**config.mk**
```make
export PLATFORM = sky130hd
export DESIGN_NAME = toggle_event_decoder
export DESIGN_NICKNAME = d
export VERILOG_FILES = /design/src/rtl/toggle_dec_pkg.sv /design/src/rtl/toggle_edge_detect.sv /design/src/rtl/toggle_event_decoder.sv
export SDC_FILE = /design/constraint.sdc
export NUM_CORES = 1
export LEC_CHECK = 0
export BUFFER_PORTS_ARGS = -buffer_cell sky130_fd_sc_hd__buf_4
export CORE_MARGIN = 1
export CORE_UTILIZATION = 47
export CTS_CLUSTER_DIAMETER = 80
export DETAILED_ROUTE_END_ITERATION = 10
export GPL_ROUTABILITY_DRIVEN = 0
export PLACE_DENSITY = 0.85
export REMOVE_ABC_BUFFERS = 1
export SYNTH_ARGS = -nofsm -noshare
export SYNTH_HDL_FRONTEND = slang
export SYNTH_SLANG_ARGS = --single-unit
export TNS_END_PERCENT = 50
```
**constraint.sdc**
```tcl
create_clock -name clk -period 1.75 [get_ports clk]
set_input_delay 0.0875 -clock clk [delete_from_list [all_inputs] [get_ports clk]]
set_output_delay 0.0875 -clock clk [all_outputs]
set_load 0.005 [all_outputs]
```
**src/rtl/toggle_dec_pkg.sv**
```systemverilog
// Shared definitions for the toggle-encoded event decoder.
// Build option: define TOGGLE_DEC_SYNC_EN when t_in is asynchronous to clk;
// this selects a 2-flop synchronizer instead of a single capture register.
package toggle_dec_pkg;

  // Decoder FSM: PRIME fills the input stages, RUN credits edges.
  typedef enum logic {
    PRIME = 1'b0,
    RUN   = 1'b1
  } dec_state_t;

  // Number of register stages between t_in and t_q.
`ifdef TOGGLE_DEC_SYNC_EN
  localparam int N_STG = 2;
`else
  localparam int N_STG = 1;
`endif

  // Prime counter must hold values 0..N_STG.
  localparam int PRIME_W = 2;

  localparam int CNT_W_DEF = 4;
  localparam int TOT_W_DEF = 16;

endpackage

```
**src/rtl/toggle_edge_detect.sv**
```systemverilog
// Input stages, previous-level register and PRIME/RUN FSM for the toggle line.
// Produces a single-cycle t_edge for every level change of t_in once the
// stages hold real samples, so a line sitting high at reset release is not
// mistaken for an event.
// Build option: TOGGLE_DEC_SYNC_EN (see toggle_dec_pkg).
module toggle_edge_detect
  import toggle_dec_pkg::*;
(
  input  logic clk,
  input  logic rst_n,
  input  logic t_in,
  output logic t_edge
);

  logic [N_STG-1:0]   stg;
  logic               t_q;
  logic               t_prev;
  logic [PRIME_W-1:0] prime_cnt;
  dec_state_t         state;
  dec_state_t         state_nxt;

  assign t_q = stg[N_STG-1];

  // Capture/synchronizer chain: stg[0] samples t_in, last stage is t_q.
  always_ff @(posedge clk) begin
    if (!rst_n) begin
      stg <= '0;
    end else begin
      stg[0] <= t_in;
      for (int i = 1; i < N_STG; i++) begin
        stg[i] <= stg[i-1];
      end
    end
  end

  // Previous t_q follows every cycle in both PRIME and RUN.
  always_ff @(posedge clk) begin
    if (!rst_n) begin
      t_prev <= 1'b0;
    end else begin
      t_prev <= t_q;
    end
  end

  // Counts cycles spent in PRIME since reset release.
  always_ff @(posedge clk) begin
    if (!rst_n) begin
      prime_cnt <= '0;
    end else if (state == PRIME) begin
      prime_cnt <= prime_cnt + PRIME_W'(1);
    end
  end

  // FSM state register.
  always_ff @(posedge clk) begin
    if (!rst_n) begin
      state <= PRIME;
    end else begin
      state <= state_nxt;
    end
  end

  // Next state: leave PRIME once t_q and t_prev both hold post-reset samples.
  always_comb begin
    state_nxt = state;
    case (state)
      PRIME:   if (prime_cnt == PRIME_W'(N_STG)) state_nxt = RUN;
      RUN:     state_nxt = RUN;
      default: state_nxt = PRIME;
    endcase
  end

  // Output: edges are only credited in RUN.
  always_comb begin
    t_edge = 1'b0;
    if (state == RUN) begin
      t_edge = t_q ^ t_prev;
    end
  end

endmodule

```
**src/rtl/toggle_event_decoder.sv**
```systemverilog
// Toggle-encoded event receiver: recovers events from t_in level changes,
// queues them in a saturating pending counter, and hands them out over a
// valid/ready handshake while keeping a wrapping total and a sticky overflow.
// Build option: TOGGLE_DEC_SYNC_EN (see toggle_dec_pkg).
//
// Handshake: evt_valid is high whenever pending is nonzero and only falls
// after a pop; one event is consumed on every clock edge where evt_valid and
// evt_ready are both high.
module toggle_event_decoder
  import toggle_dec_pkg::*;
#(
  parameter int CNT_W = CNT_W_DEF,
  parameter int TOT_W = TOT_W_DEF
) (
  input  logic             clk,
  input  logic             rst_n,
  input  logic             t_in,
  input  logic             en,
  output logic             evt_valid,
  input  logic             evt_ready,
  output logic [CNT_W-1:0] pending,
  output logic [TOT_W-1:0] total,
  output logic             overflow,
  input  logic             clr_ovf
);

  logic t_edge;
  logic evt;
  logic pop;
  logic full;
  logic drop;

  toggle_edge_detect u_edge (
    .clk    (clk),
    .rst_n  (rst_n),
    .t_in   (t_in),
    .t_edge (t_edge)
  );

  assign evt       = t_edge & en;
  assign evt_valid = (pending != '0);
  assign pop       = evt_valid & evt_ready;
  assign full      = &pending;
  // A pop in the same cycle frees a slot, so a full queue only drops without one.
  assign drop      = evt & full & ~pop;

  // Pending queue depth and accepted-event total.
  always_ff @(posedge clk) begin
    if (!rst_n) begin
      pending <= '0;
      total   <= '0;
    end else if (evt && pop) begin
      total <= total + TOT_W'(1);
    end else if (evt && !full) begin
      pending <= pending + CNT_W'(1);
      total   <= total + TOT_W'(1);
    end else if (!evt && pop) begin
      pending <= pending - CNT_W'(1);
    end
  end

  // Sticky overflow; a drop wins over a simultaneous clear.
  always_ff @(posedge clk) begin
    if (!rst_n) begin
      overflow <= 1'b0;
    end else if (drop) begin
      overflow <= 1'b1;
    end else if (clr_ovf) begin
      overflow <= 1'b0;
    end
  end

endmodule

```
[Word level (Yosys, flattened, before mapping)]
Index checks and enable logic that the tools add are counted.
Word-level totals
  logic and storage cells: 40
  flip-flop bits (word level): 26
  output and inout port bits: 22
  input port bits: 6
Operators by class
  add/sub/neg operators: 4
  mux-type cells: 9
  reduce and logical (&&, ||, !) cells: 11
  equality and inequality tests: 1
  bitwise operators: 8
Operators with widths (number)
  16-bit 2-to-1 mux: 2
  16-bit by 1-bit adder with 16-bit output, second input constant: 1
  4-bit 2-to-1 mux: 2
  2-bit nonzero test: 3
  4-bit by 1-bit adder with 4-bit output, second input constant: 1
  1-bit bitwise AND: 4
  1-bit 2-to-1 mux: 4
  4-bit AND reduction: 1
  4-bit nonzero test: 1
  4-bit by 1-bit subtractor with 4-bit output, second input constant: 1
  1-bit logical AND: 3
  1-bit inverter: 3
  2-bit by 1-bit adder with 2-bit output, second input constant: 1
  2-bit by 1-bit == test with 1-bit output, second input constant: 1
  1-bit logical NOT: 2
  1-bit one-hot mux with 2 select lines: 1
  2-bit AND reduction: 1
  1-bit bitwise XOR: 1

[Depth between registers and ports, before layout]
  depth after elaboration: 7
  gate-level depth with buffers: 7
  mapped depth without buffers: 7

[By module]
Synthesis repeated with hierarchy kept, for this count alone.
Second synthesis, totals
  cell total of the unflattened synthesis: 145
  area total of the unflattened synthesis: 1306.3 um2
Modules (own cells, without submodules)
  toggle_event_decoder: cells each 128, area each 1117.3 um2, seq. area each 420.4 um2, instances 1
  toggle_edge_detect: cells each 17, area each 188.9 um2, seq. area each 100.1 um2, instances 1

[Worst setup path after synthesis]
Ideal clock, no wire load.
  kind: register to register
  start: reg pending[0]
  end: reg pending[3]
  data required time: 1.678 ns
  setup time: 0.072 ns
  path buffers: 0
  stages on the path, launching flop included: 8
  clock period less this slack: 1.888 ns
  arrival time: 1.817 ns
  path slack: -0.138 ns
  path through: dfxtp_1 -> nand4_1 -> nand3_1 -> ha_1 -> a21o_1 -> a21oi_1 -> mux2i_1 -> mux2i_1
On the way
  cells in the longest elaborated chain, start to end: 5
  elaborated cells between the ends (all ways): 14
  those cells by class: add/sub (2); mux (2); bitwise (2); reduce/logical (8)
RTL lines
  start, declared: RTL line toggle_event_decoder.sv:21  | output logic [CNT_W-1:0] pending,
  start signal, assigned: RTL line toggle_event_decoder.sv:55  | pending <= pending + CNT_W'(1);
  start signal, assigned: RTL line toggle_event_decoder.sv:58  | pending <= pending - CNT_W'(1);
  parallel branches: the longest is 5 deep, another holds 4-bit by 1-bit subtractor with 4-bit output
Several ways; the timed one is not identified. The select of a mux whose other input is x is not followed.
A chain may end at the register's enable or synchronous reset.

[Worst setup path after layout]
  start: reg pending[2]
  end: reg pending[1]
On the way
  cells in the longest elaborated chain, start to end: 5
  elaborated cells between the ends (all ways): 11
  those cells by class: mux (1); bitwise (2); reduce/logical (8)
RTL lines (RTL line)
  4-bit nonzero test / 4-bit AND reduction (equally long branches): toggle_event_decoder.sv:41, toggle_event_decoder.sv:43
  1-bit bitwise AND / 1-bit logical NOT (equally long branches): toggle_event_decoder.sv:42, toggle_event_decoder.sv:54
  1-bit logical AND, on equally long branches: toggle_event_decoder.sv:57, toggle_event_decoder.sv:52, toggle_event_decoder.sv:54
  2-bit nonzero test (no source line) / 1-bit inverter (equally long branches)
  2-bit AND reduction (no source line)
Parallel ways exist; a longest one is shown, timed or not.

==> flow_summary.yaml <==
run_status:
  outcome: "finished, violations left"
  violations: "setup timing"
yosys:
  postSynthCellCount: 145
  ys_warn_count: 0
  synth.top_cells.by_area: "dfxtp_1 41%, a21oi_1 6.2%, ha_1 3.9%"
  yosysTopAreaCellShare_pct: 40.5
  yosysSeqAreaShare_pct: 40.5
  synth.largest_area_cell: "dfxtp_1"
  synthesis.area_mm2: 0.00128
  yosys_register_bits: 26
  avgSynthCellArea_um2: 8.85
  yosys.cell_types.count: 36
power_and_ir_drop:
  p_per_area_mw_per_mm2: 969
  p_leak_uw: 0.000699
  total_power_uw: 1690
  peakVddDrop_uv: 815
clock_tree:
  clockBufferDepth: 2
  tritoncts: "yes"
  cts_root_buffer: "clkbuf_4"
  clkSinkCount: 26
  cts_buffers: 3
  clk_pin_slew_ns: 0.15
  htreeDepth: 1
  insertion_delay_ns: 0.32
setup_path:
  critPathCaptureType: "flop"
  r2r_slack_ns: -0.01
  critPathMaxStageDelay_ns: 0.49
  crit_arrival_ns: 2.02
  crit_chain: "buf_4 -> o41ai_1 -> a21oi_1 -> or3b_2 -> a21oi_2"
  crit_start: "pending[2]$_SDFFE_PN0P_"
  timing.rr.start: "pending[2]$_SDFFE_PN0P_"
  reg2reg_to: "pending[1]$_SDFFE_PN0P_"
  r2r_cells: 5
  cp-start-kind: "flop"
  setup.worst_path.end: "pending[1]$_SDFFE_PN0P_"
  path_class: "flop to flop"
  path_max_fanout: 5
  crit_path_top_delay_cell: "or3b_2"
  cp.required_ns: 2.01
final_layout:
  nNetsFinal: 200
  area_growth_pct: 35.7
  num_antenna_cells: 0
  drive_gt1_share_pct: 33.5
die:
  die_w_um: 54.3
  pin_count: 28
  coreArea_mm2: 0.00252
  die_height_um: 54.3
  dieArea_mm2: 0.00294
  start_util_pct: 50.9
  rows: 18
sta:
  setup_violations: 1
  worstMarginPinSlew_ns: 0.646
  grt_setup_unrepaired: "true"
  max_slew_margin_pct: 56.9
  min_period_over_period_pct: 101
  fmax_mhz: 568
  timing.final.ws_setup_ns: -0.0117
  hold_viol: 0
  finalMaxSlewViolations: 0
  fin_skew_ns: 0.00368
  period_needed_ns: 1.76
route:
  wl_per_cell_um: 14.6
  drt_iter0_drc: 34
  vias_per_cell: 5.90
  finalWirelength_um: 3190
  drtPass1Iterations: 4
  drc_errors: 0
  dr_total_vias: 1286
  drt.antenna.violating_nets: 0
grt:
  antenna_found_initial: 0
  grt-ovfl-total: 0
  grt_first_pass_wirelength_um: 4660
  grt_pass1_vias: 1069
  grt_start_max_net_pins: 21
  grt_usage_pct: 22.1
hold_path:
  hp-start: "rst_n"
  hp-class: "primary input to flop"
placed_design:
  hpwl_um: 2210
  dp_slack_ns: -0.0313
  port_buffers: 27
run:
  maxCapViolCount: 0
-- power by group --
group	total (uW)	leakage (uW)	switching [uW]	internal [uW]
clock network	418	0.0000279	186	232
registers	699	0.000212	48.0	651
logic	571	0.000459	266	305
total	1690	0.000699	501	1190
-- critical path, delay by kind of cell, from the launching register on --
family	cells	cell delay, ns
simple gates	1	0.49
flops	1	0.34
compound gates	3	0.71
buf+inv	1	0.15
-- synth_stat cells --
cell / n
o311a_1: 1
mux2i_1: 4
xor2_2: 1
o21ai_0: 9
nor2_1: 9
o41ai_1: 1
dfxtp_1: 26
nor4_1: 2
xor2_1: 2
o21a_1: 2
o31ai_1: 5
clkbuf_1: 7
or3b_2: 1
or4_1: 6
a21o_1: 1
fa_1: 1
nor3_1: 2
and4_1: 3
and2_1: 3
nand3_1: 4
or3_1: 6
xnor2_1: 1
o211ai_1: 2
inv_1: 8
a21oi_1: 16
nand4_1: 3
ha_1: 4
buf_6: 1
or3_2: 1
o31a_2: 1
nand2b_1: 2
and4_2: 1
a32oi_1: 1
o2111ai_2: 1
and3_1: 1
nand2_1: 6
-- through the flow --
stage               setup TNS [ns]  hold WS (ns)  instances  util, %  cell area (um2)
finish                     -0.0117        0.0368        218     69.0             1740
floorplan                   -0.138         0.205        137        -             1250
CTS                        -0.0789        0.0396        216     66.7             1680
global placement                 0         0.300        211     64.0             1610
global route                -0.215        0.0249        218     69.0             1740
detailed placement         -0.0816         0.322        211     64.0             1610
-- state kept, by name, summed over array words and instances (netlist names) --
register          flops
u_edge.t_prev         1
overflow              1
pending               4
total                16
u_edge.state          1
u_edge.stg            1
u_edge.prime_cnt      2
-- cell usage in the layout (no fill, tap or decap), drive strengths merged --
cell type / instances
dfxtp: 26
mux2i: 4
xor2: 3
o21ai: 9
inv: 8
nand4: 3
ha: 4
o21a: 2
nor4: 2
dlygate4sd3: 1
o2111ai: 2
o41ai: 1
nand3: 4
nand2b: 2
bufinv: 1
o311a: 1
nor2: 9
o211ai: 2
o31ai: 5
nand2: 6
or4: 6
nor3: 2
or3b: 1
and4: 4
a32oi: 1
xnor2: 1
and2: 3
or3: 7
a21o: 1
clkbuf: 3
o31a: 1
and3: 1
buf: 45
a21oi: 16
fa: 1
-- cells by family after synthesis --
kind of cell    after synthesis  synth area share (%)
buf+inv                      16                  5.26
flops                        26                  40.5
compound gates               40                  19.7
simple gates                 50                  22.6
xor+xnor                      4                  3.31
fa+ha+maj                     5                  5.46
mux                           4                  3.12
-- repair_timing --
action,in CTS,in global routing
endpoints found under the setup margin,7,14
endpoints found under the hold margin,1,0
pin swaps,0,3
buffers inserted,0,1
gates resized for setup,3,7
hold buffers,1,0
gates cloned,0,1
-- worst min path at each step --
| stage | slack, ns | to | depth (start not counted) |
|---|---|---|---|
| 6_report | 0.04 | total[13]$_SDFFE_PN0P_ | 2 |
| 5_1_grt | 0.02 | total[13]$_SDFFE_PN0P_ | 2 |
| 4_1_cts | 0.04 | total[13]$_SDFFE_PN0P_ | 2 |
| 3_5_place_dp | 0.32 | u_edge.stg$_SDFF_PN0_ | 2 |
| 3_3_place_gp | 0.30 | u_edge.stg$_SDFF_PN0_ | 2 |
| 2_1_floorplan | 0.21 | total[13]$_SDFFE_PN0P_ | 1 |
-- layer usage --
layer	up-vias	wire length, um	global-route usage (%)
li1	629	-	-
met1	609	1440	28.3
met2	44	1550	38.0
met3	4	171	2.50
met4	0	31	7.69
met5	-	0	0
-- layout make-up --
type                            instances  area (um2)
Fill cell                             203         781
Multi-Input combinational cell        104         751
Sequential cell                        26         523
Timing Repair Buffer                   46         348
Tap cell                               30        37.5
Clock inverter                          1        30.0
Inverter                                8        30.0
Clock buffer                            3        22.5
Note: power is estimated with default switching activity, not from simulation.
